===== src/rtl/serial_adder_if.sv =====
// serial_adder_if: operand/result handshake bundle for the bit-serial adder.
// The ovf signal exists only when SERIAL_ADDER_OVF_EN is defined.
interface serial_adder_if #(
    parameter int unsigned WIDTH = 8
);
    logic             in_valid;
    logic             in_ready;
    logic [WIDTH-1:0] a;
    logic [WIDTH-1:0] b;
    logic             cin;
    logic             out_valid;
    logic             out_ready;
    logic [WIDTH-1:0] sum;
    logic             cout;
    logic             busy;
`ifdef SERIAL_ADDER_OVF_EN
    logic             ovf;
`endif

    // Producer/consumer side: drives operands and result acceptance.
    modport master (
        output in_valid,
        output a,
        output b,
        output cin,
        output out_ready,
        input  in_ready,
        input  out_valid,
        input  sum,
        input  cout,
`ifdef SERIAL_ADDER_OVF_EN
        input  ovf,
`endif
        input  busy
    );

    // Adder side.
    modport slave (
        input  in_valid,
        input  a,
        input  b,
        input  cin,
        input  out_ready,
        output in_ready,
        output out_valid,
        output sum,
        output cout,
`ifdef SERIAL_ADDER_OVF_EN
        output ovf,
`endif
        output busy
    );
endinterface


===== src/rtl/serial_adder.sv =====
// serial_adder: bit-serial WIDTH-bit adder, LSB first, one full-adder cell
// with a registered carry. One bit per clock; result held until consumed.
// Optional macro SERIAL_ADDER_OVF_EN adds a registered signed-overflow flag.
module serial_adder #(
    parameter int unsigned WIDTH = 8
) (
    input  logic         clk,
    input  logic         rst,
    serial_adder_if.slave bus
);
    localparam int unsigned CW = (WIDTH > 1) ? $clog2(WIDTH) : 1;

    typedef enum logic [1:0] {
        IDLE = 2'd0,
        RUN  = 2'd1,
        DONE = 2'd2
    } state_t;

    state_t           state;
    logic [WIDTH-1:0] a_sh;
    logic [WIDTH-1:0] b_sh;
    logic [WIDTH-2:0] acc;
    logic [CW-1:0]    cnt;
    logic             carry;
    logic [WIDTH-1:0] sum_q;
    logic             cout_q;
    logic             out_valid_q;
`ifdef SERIAL_ADDER_OVF_EN
    logic             ovf_q;
`endif

    logic             s_c;
    logic             co_c;
    logic [WIDTH-1:0] acc_next_c;

    // Full-adder cell on the current LSBs; acc_next_c is the sum-so-far with this bit at the top.
    always_comb begin
        s_c        = a_sh[0] ^ b_sh[0] ^ carry;
        co_c       = (a_sh[0] & b_sh[0]) | (b_sh[0] & carry) | (a_sh[0] & carry);
        acc_next_c = {s_c, acc};
    end

    assign bus.in_ready  = (state == IDLE) && !rst;
    assign bus.busy      = (state != IDLE);
    assign bus.out_valid = out_valid_q;
    assign bus.sum       = sum_q;
    assign bus.cout      = cout_q;
`ifdef SERIAL_ADDER_OVF_EN
    assign bus.ovf       = ovf_q;
`endif

    // Control FSM and datapath: accept, shift WIDTH bits, hold result until consumed.
    always_ff @(posedge clk or posedge rst) begin
        if (rst) begin
            state       <= IDLE;
            a_sh        <= '0;
            b_sh        <= '0;
            acc         <= '0;
            cnt         <= '0;
            carry       <= 1'b0;
            sum_q       <= '0;
            cout_q      <= 1'b0;
            out_valid_q <= 1'b0;
`ifdef SERIAL_ADDER_OVF_EN
            ovf_q       <= 1'b0;
`endif
        end else begin
            case (state)
                IDLE: begin
                    if (bus.in_valid) begin
                        a_sh  <= bus.a;
                        b_sh  <= bus.b;
                        carry <= bus.cin;
                        cnt   <= '0;
                        acc   <= '0;
                        state <= RUN;
                    end
                end
                RUN: begin
                    carry <= co_c;
                    acc   <= acc_next_c[WIDTH-1:1];
                    a_sh  <= {1'b0, a_sh[WIDTH-1:1]};
                    b_sh  <= {1'b0, b_sh[WIDTH-1:1]};
                    if (cnt == CW'(WIDTH - 1)) begin
                        // Last bit: carry still holds the carry into the MSB here.
                        cnt         <= '0;
                        sum_q       <= acc_next_c;
                        cout_q      <= co_c;
`ifdef SERIAL_ADDER_OVF_EN
                        ovf_q       <= carry ^ co_c;
`endif
                        out_valid_q <= 1'b1;
                        state       <= DONE;
                    end else begin
                        cnt <= cnt + CW'(1);
                    end
                end
                DONE: begin
                    // New operands are not taken here, even with in_valid high.
                    if (bus.out_ready) begin
                        out_valid_q <= 1'b0;
                        state       <= IDLE;
                    end
                end
                default: begin
                    state <= IDLE;
                end
            endcase
        end
    end
endmodule

===== src/flat_wrapper.sv =====
// flat-port wrapper written by rule: the top's interface ports become plain ports
module serial_adder_flat 
#(
    parameter int unsigned WIDTH = 8
)
  (clk, rst, bus_in_valid, bus_a, bus_b, bus_cin, bus_out_ready, bus_in_ready, bus_out_valid, bus_sum, bus_cout, bus_busy);
  serial_adder_if #(.WIDTH(WIDTH)) bus_i ();
  input  logic clk;
  input  logic rst;
  input wire logic [$bits(bus_i.in_valid)-1:0] bus_in_valid;
  input wire logic [$bits(bus_i.a)-1:0] bus_a;
  input wire logic [$bits(bus_i.b)-1:0] bus_b;
  input wire logic [$bits(bus_i.cin)-1:0] bus_cin;
  input wire logic [$bits(bus_i.out_ready)-1:0] bus_out_ready;
  output wire logic [$bits(bus_i.in_ready)-1:0] bus_in_ready;
  output wire logic [$bits(bus_i.out_valid)-1:0] bus_out_valid;
  output wire logic [$bits(bus_i.sum)-1:0] bus_sum;
  output wire logic [$bits(bus_i.cout)-1:0] bus_cout;
  output wire logic [$bits(bus_i.busy)-1:0] bus_busy;
  assign bus_i.in_valid = bus_in_valid;
  assign bus_i.a = bus_a;
  assign bus_i.b = bus_b;
  assign bus_i.cin = bus_cin;
  assign bus_i.out_ready = bus_out_ready;
  assign bus_in_ready = bus_i.in_ready;
  assign bus_out_valid = bus_i.out_valid;
  assign bus_sum = bus_i.sum;
  assign bus_cout = bus_i.cout;
  assign bus_busy = bus_i.busy;
  serial_adder #(.WIDTH(WIDTH)) u_core (.clk(clk), .rst(rst), .bus(bus_i));
endmodule

===== config.mk =====
export PLATFORM = sky130hd
export DESIGN_NAME = serial_adder_flat
export DESIGN_NICKNAME = d
export VERILOG_FILES = /design/src/rtl/serial_adder_if.sv /design/src/rtl/serial_adder.sv /design/src/flat_wrapper.sv
export SDC_FILE = /design/constraint.sdc
export NUM_CORES = 1
export LEC_CHECK = 0
export BUFFER_PORTS_ARGS = -buffer_cell sky130_fd_sc_hd__buf_2
export CORE_MARGIN = 1
export CORE_UTILIZATION = 58
export DETAILED_ROUTE_END_ITERATION = 7
export HOLD_SLACK_MARGIN = 0.03
export PLACE_DENSITY = 0.86
export SYNTH_ARGS = -nofsm -noshare
export SYNTH_HDL_FRONTEND = slang
export SYNTH_SLANG_ARGS = --single-unit

===== constraint.sdc =====
create_clock -name clk -period 2.35 [get_ports clk]
set_input_delay 0.235 -clock clk [delete_from_list [all_inputs] [get_ports clk]]
set_output_delay 0.235 -clock clk [all_outputs]
set_load 0.05 [all_outputs]

# Yosys cells after proc, flatten, opt, wreduce, memory -nomap -nowiden
# Cells that the tools add are included.
[totals] ff_bits=39 out_inout_bits=12 wordCells=51 inputBits=21
[op_classes] eq_ne=6 bitwise_logic=7 reduce_logical=10 add_sub_neg=1 muxes=18
[ops] op="$pmux 8 s2" count=2
[ops] op="$mux 8" count=2
[ops] op="$pmux 7 s2" count=1
[ops] op="$mux 7" count=1
[ops] op="$mux 2" count=3
[ops] op="$mux 3" count=2
[ops] op="$pmux 2 s3" count=1
[ops] op="$pmux 3 s2" count=1
[ops] op="$reduce_and 3->1" count=2
[ops] op="$reduce_bool 2->1" count=3
[ops] op="$ne 2x2->1 const B" count=2
[ops] op="$pmux 1 s2" count=2
[ops] op="$reduce_and 2->1" count=2
[ops] op="$add 3x1->3 const B" count=1
[ops] op="$and 1x1->1" count=3
[ops] op="$eq 3x3->1 const B" count=1
[ops] op="$mux 1" count=3
[ops] op="$eq 2x1->1 const B" count=1
[ops] op="$eq 2x2->1 const B" count=1
[ops] op="$logic_not 2->1" count=1
[ops] op="$ne 2x1->1 const B" count=1
[ops] op="$or 1x1->1" count=2
[ops] op="$xor 1x1->1" count=2
[ops] op="$logic_and 1x1->1" count=1
[ops] op="$logic_not 1->1" count=1

# Longest topological paths before layout
[depth] ltp_word=4 mapped_depth=5 ltp_nobuf=5

# Least setup slack after synthesis
# No wires, ideal clock.
[synth_timing] path_kind="register to output" start="reg u_core.state[1]" end="out bus_in_ready" arrival_time_ns=1.609 path_buffers=1 setup_slack_ns=0.506 stages_incl_launch_ff=5 required_ns=2.115 cell_sequence="dfrtp_1 -> buf_2 -> nor2_1 -> inv_1 -> nor2_1"
[synth_via] elab_chain_cells=2
[synth_rtl] element="start: declaration" line_no="serial_adder.sv:19" text="state_t state;"
[synth_rtl] element="start signal: assignment" line_no="serial_adder.sv:55" text="state <= IDLE;"
[synth_rtl] element="start signal: assignment" line_no="serial_adder.sv:76" text="state <= RUN;"
[synth_rtl] element="start signal: assignment" line_no="serial_adder.sv:93" text="state <= DONE;"
[synth_rtl] element="$logic_not 2->1" line_no="serial_adder.sv:43" text="assign bus.in_ready = (state == IDLE) && !rst;"
[synth_rtl] element="$logic_and 1x1->1" line_no="serial_adder.sv:43"
[synth_rtl] element="end: declaration" line_no="flat_wrapper.sv:15" text="output wire logic [$bits(bus_i.in_ready)-1:0] bus_in_ready;"
# No other way between the ends.

# Final worst setup path
# Ends and elaborated chain as after synthesis.

==> flow_summary_export.csv <==
group,metric,value,unit
outcome,status,"finished clean",
critical_path,critPathMaxStageDelay,0.50,ns
power,swShare,42.3,%
grt,grt_pass1_wl,5530,um
floorplan,core_area,2760,sq um
place,hpwl,2200,um
critical_path,path_cells,"nor2_1 > inv_1 > nor2_1 > buf_2",
cts,root_buffer,"clkbuf_4",
floorplan,die_w,56.1,um
floorplan,die_y,56.1,um
job,drv_cap,0,
synth,yosysTopAreaCell,"dfrtp_1",
drt,drc,0,
critical_path,path_max_fanout,9,
cts,cts_tree,"done",
power,power.total,2710,uW
floorplan,start_util,61.5,%
grt,grt_start_max_net_pins,40,
worst_hold_path,hold_path.class,"primary input to flop",
cts,clockBufferDepth,2,
critical_path,cp_common_cell,"nor2_1",
place,dp.cells,195,
sta,fin_crit_sh,73.8,%
synth,syn-num-nets,164,
sta,worstMarginPinSlew,0.886,ns
critical_path,worstSetupEndpointType,"output pin",
floorplan,dieArea,3140,sq um
final_layout,nNetsFinal,197,
power,internal_power,1570,uW
power,ir_worst_vdd,1.09,mV
critical_path,critPathArrivalTime,1.50,ns
final_layout,mostFrequentLayoutCell,"dfrtp_1",
synth,synth_warnings,0,
cts,worst_skew_pair.late_latency,0.35,ns
synth,synth_flop_cell,"dfrtp_1",
synth,synthCells,139,
synth,synth_cell_types,23,
synth,yosysSeqAreaShare,57.6,%
final_layout,fill_cells,211,
grt,grt_util_all_layers,23.6,%
final_layout,final_cell_mix,"dfrtp_1, buf_2, a21oi_1",
drt,vias,1209,
sta,hold_viol_final,0,
critical_path,worstRegToRegCells,3,
synth,syn_avg_cell_area,12.2,sq um
sta,fmax,577,MHz
worst_hold_path,hold_depth,2,
sta,tns,0,ns
sta,fin_skew,0.0113,ns
drt,drt-initial-drc-count,40,
floorplan,pin_count,33,
power,p_clk_share,12.1,%
synth,synthTopCellsByArea,"dfrtp_1, mux2_4, o22ai_1, a21oi_1, a22o_1",
power,combPwrFrac,44.6,%
drt,via_per_inst,5.93,
critical_path,cp_slowest_cell,"dfrtp_1",
grt,grt.overflow.total,0,
power,p_leak,0.000945,uW
drt,avgRoutedWirePerCell,15.3,um
critical_path,path_depth,4,
power,switchingPower,1150,uW
synth,synthArstFlopShare,100,%
final_layout,multiInputGateArea,644,sq um
power,power_density,1420,nW/um^2
floorplan,fp-row-count,19,
grt,antenna_found_initial,0,
place,portBuffers,32,
synth,synth_edf_count,0,
cts,htreeDepth,2,
critical_path,cp-start-kind,"flop",
cts,cts_buffers,5,
sta,finalSetupViolCount,0,
cts,cts_resized,0,
cts,cts_sinks,39,
synth,syn_area,1700,sq um
power,pwr-share-seq,43.3,%
final_layout,antennaDiodeCount,0,
sta,slew_violations,0,
synth,synth_top_area_share,57.6,%
critical_path,crit_family,"flip-flops",
grt,first_global_vias,1227,
sta,fin_crit,1.73,ns
place,gp_congestion,0.729,
final_layout,layout-drive-gt1-share,30.1,%
drt,drtPass1Iterations,4,
cts,path_clk_slew,0.11,ns
critical_path,critPathKind,"flop to output pin",
final_layout,seq_area,976,sq um
drt,ant_nets,0,
final_layout,area_growth,12.6,%
synth,ys_seq_elements,39,
final_layout,instances_no_fill,204,
critical_path,crit_buf_inv,2,
sta,slew_headroom,40.8,%
critical_path,cp.required,2.12,ns
drt,drt_wl_total,3130,um
sta,rsz0062_at_grt,"no",
[cell usage after synthesis (2+ instances only)]
cell type  instances
nor2_1            17
buf_2              3
dfrtp_1           39
inv_1              4
buf_4              2
o22ai_1           16
buf_6              2
ha_1               3
a32o_1             3
nand2b_1           2
a22o_1             8
a21oi_1           18
nand2_1            3
mux2_4             9
o31ai_1            2
[power by group through the flow]
stage	Combinational [uW]	Sequential, uW	Clock (uW)
finish	1210	1180	328
global route	1340	1220	370
CTS	1220	1180	344
detailed placement	1220	1190	0
global placement	1180	1160	0
floorplan	807	1370	0
[repair_timing]
action,in CTS,in global routing
setup buffers,0,0
hold buffers,1,0
endpoints found under the setup margin,0,0
hold endpoints to repair,39,0
[metal layers]
layer  share of wire (%)  GRT usage (%)
met1                  42           28.8
met2                  51           39.3
met5                   0              0
met4                 2.2           9.41
met3                 4.7           6.98
[kinds of logic after synthesis]
group,after synthesis,share of synthesized area [%]
compound gates,49,19.0
simple gates,25,7.60
mux,9,7.97
fa+ha+maj,4,3.40
buf+inv,13,4.43
flops,39,57.6
[stage by stage]
stage,utilization [%],hold slack [ns],cell area (sq um),setup slack (ns)
finish,69.2,0.0725,1910,0.615
global placement,66.9,0.373,1850,0.895
floorplan,-,0.321,1700,0.506
detailed placement,66.9,0.385,1850,0.836
CTS,69.2,0.0588,1910,0.605
global route,69.2,0.0581,1910,0.489
[registers in the layout, indices dropped and copies added (netlist names)]
register,flops
u_core.a_sh,8
u_core.b_sh,8
u_core.bus.sum,8
u_core.acc,7
u_core.cnt,3
u_core.state,2
u_core.bus.cout,1
u_core.bus.out_valid,1
u_core.carry,1
[area by class of cell]
class                   instances  share of cell area [%]
flip-flops and latches         39                    51.1
repair buffers                 34                    9.31
multi-input cells              87                    33.7
well taps                      31                    2.03
clock inverters                 2                   0.655
clock buffers                   6                    2.16
inverters                       5                   0.983
[final timing paths]
check	start	end	slack (ns)
worst max-delay path	u_core.state[1]	bus_in_ready	0.62
worst min-delay path	bus_out_ready	u_core.state[1]	0.07
worst max register to register	u_core.state[1]	u_core.carry	0.81
worst min register to register	u_core.b_sh[7]	u_core.b_sh[7]	0.51
max in group asynchronous	rst	u_core.b_sh[1]	1.47
min in group asynchronous	rst	u_core.cnt[2]	0.55
No activity file was read; power rests on OpenSTA's default activity.
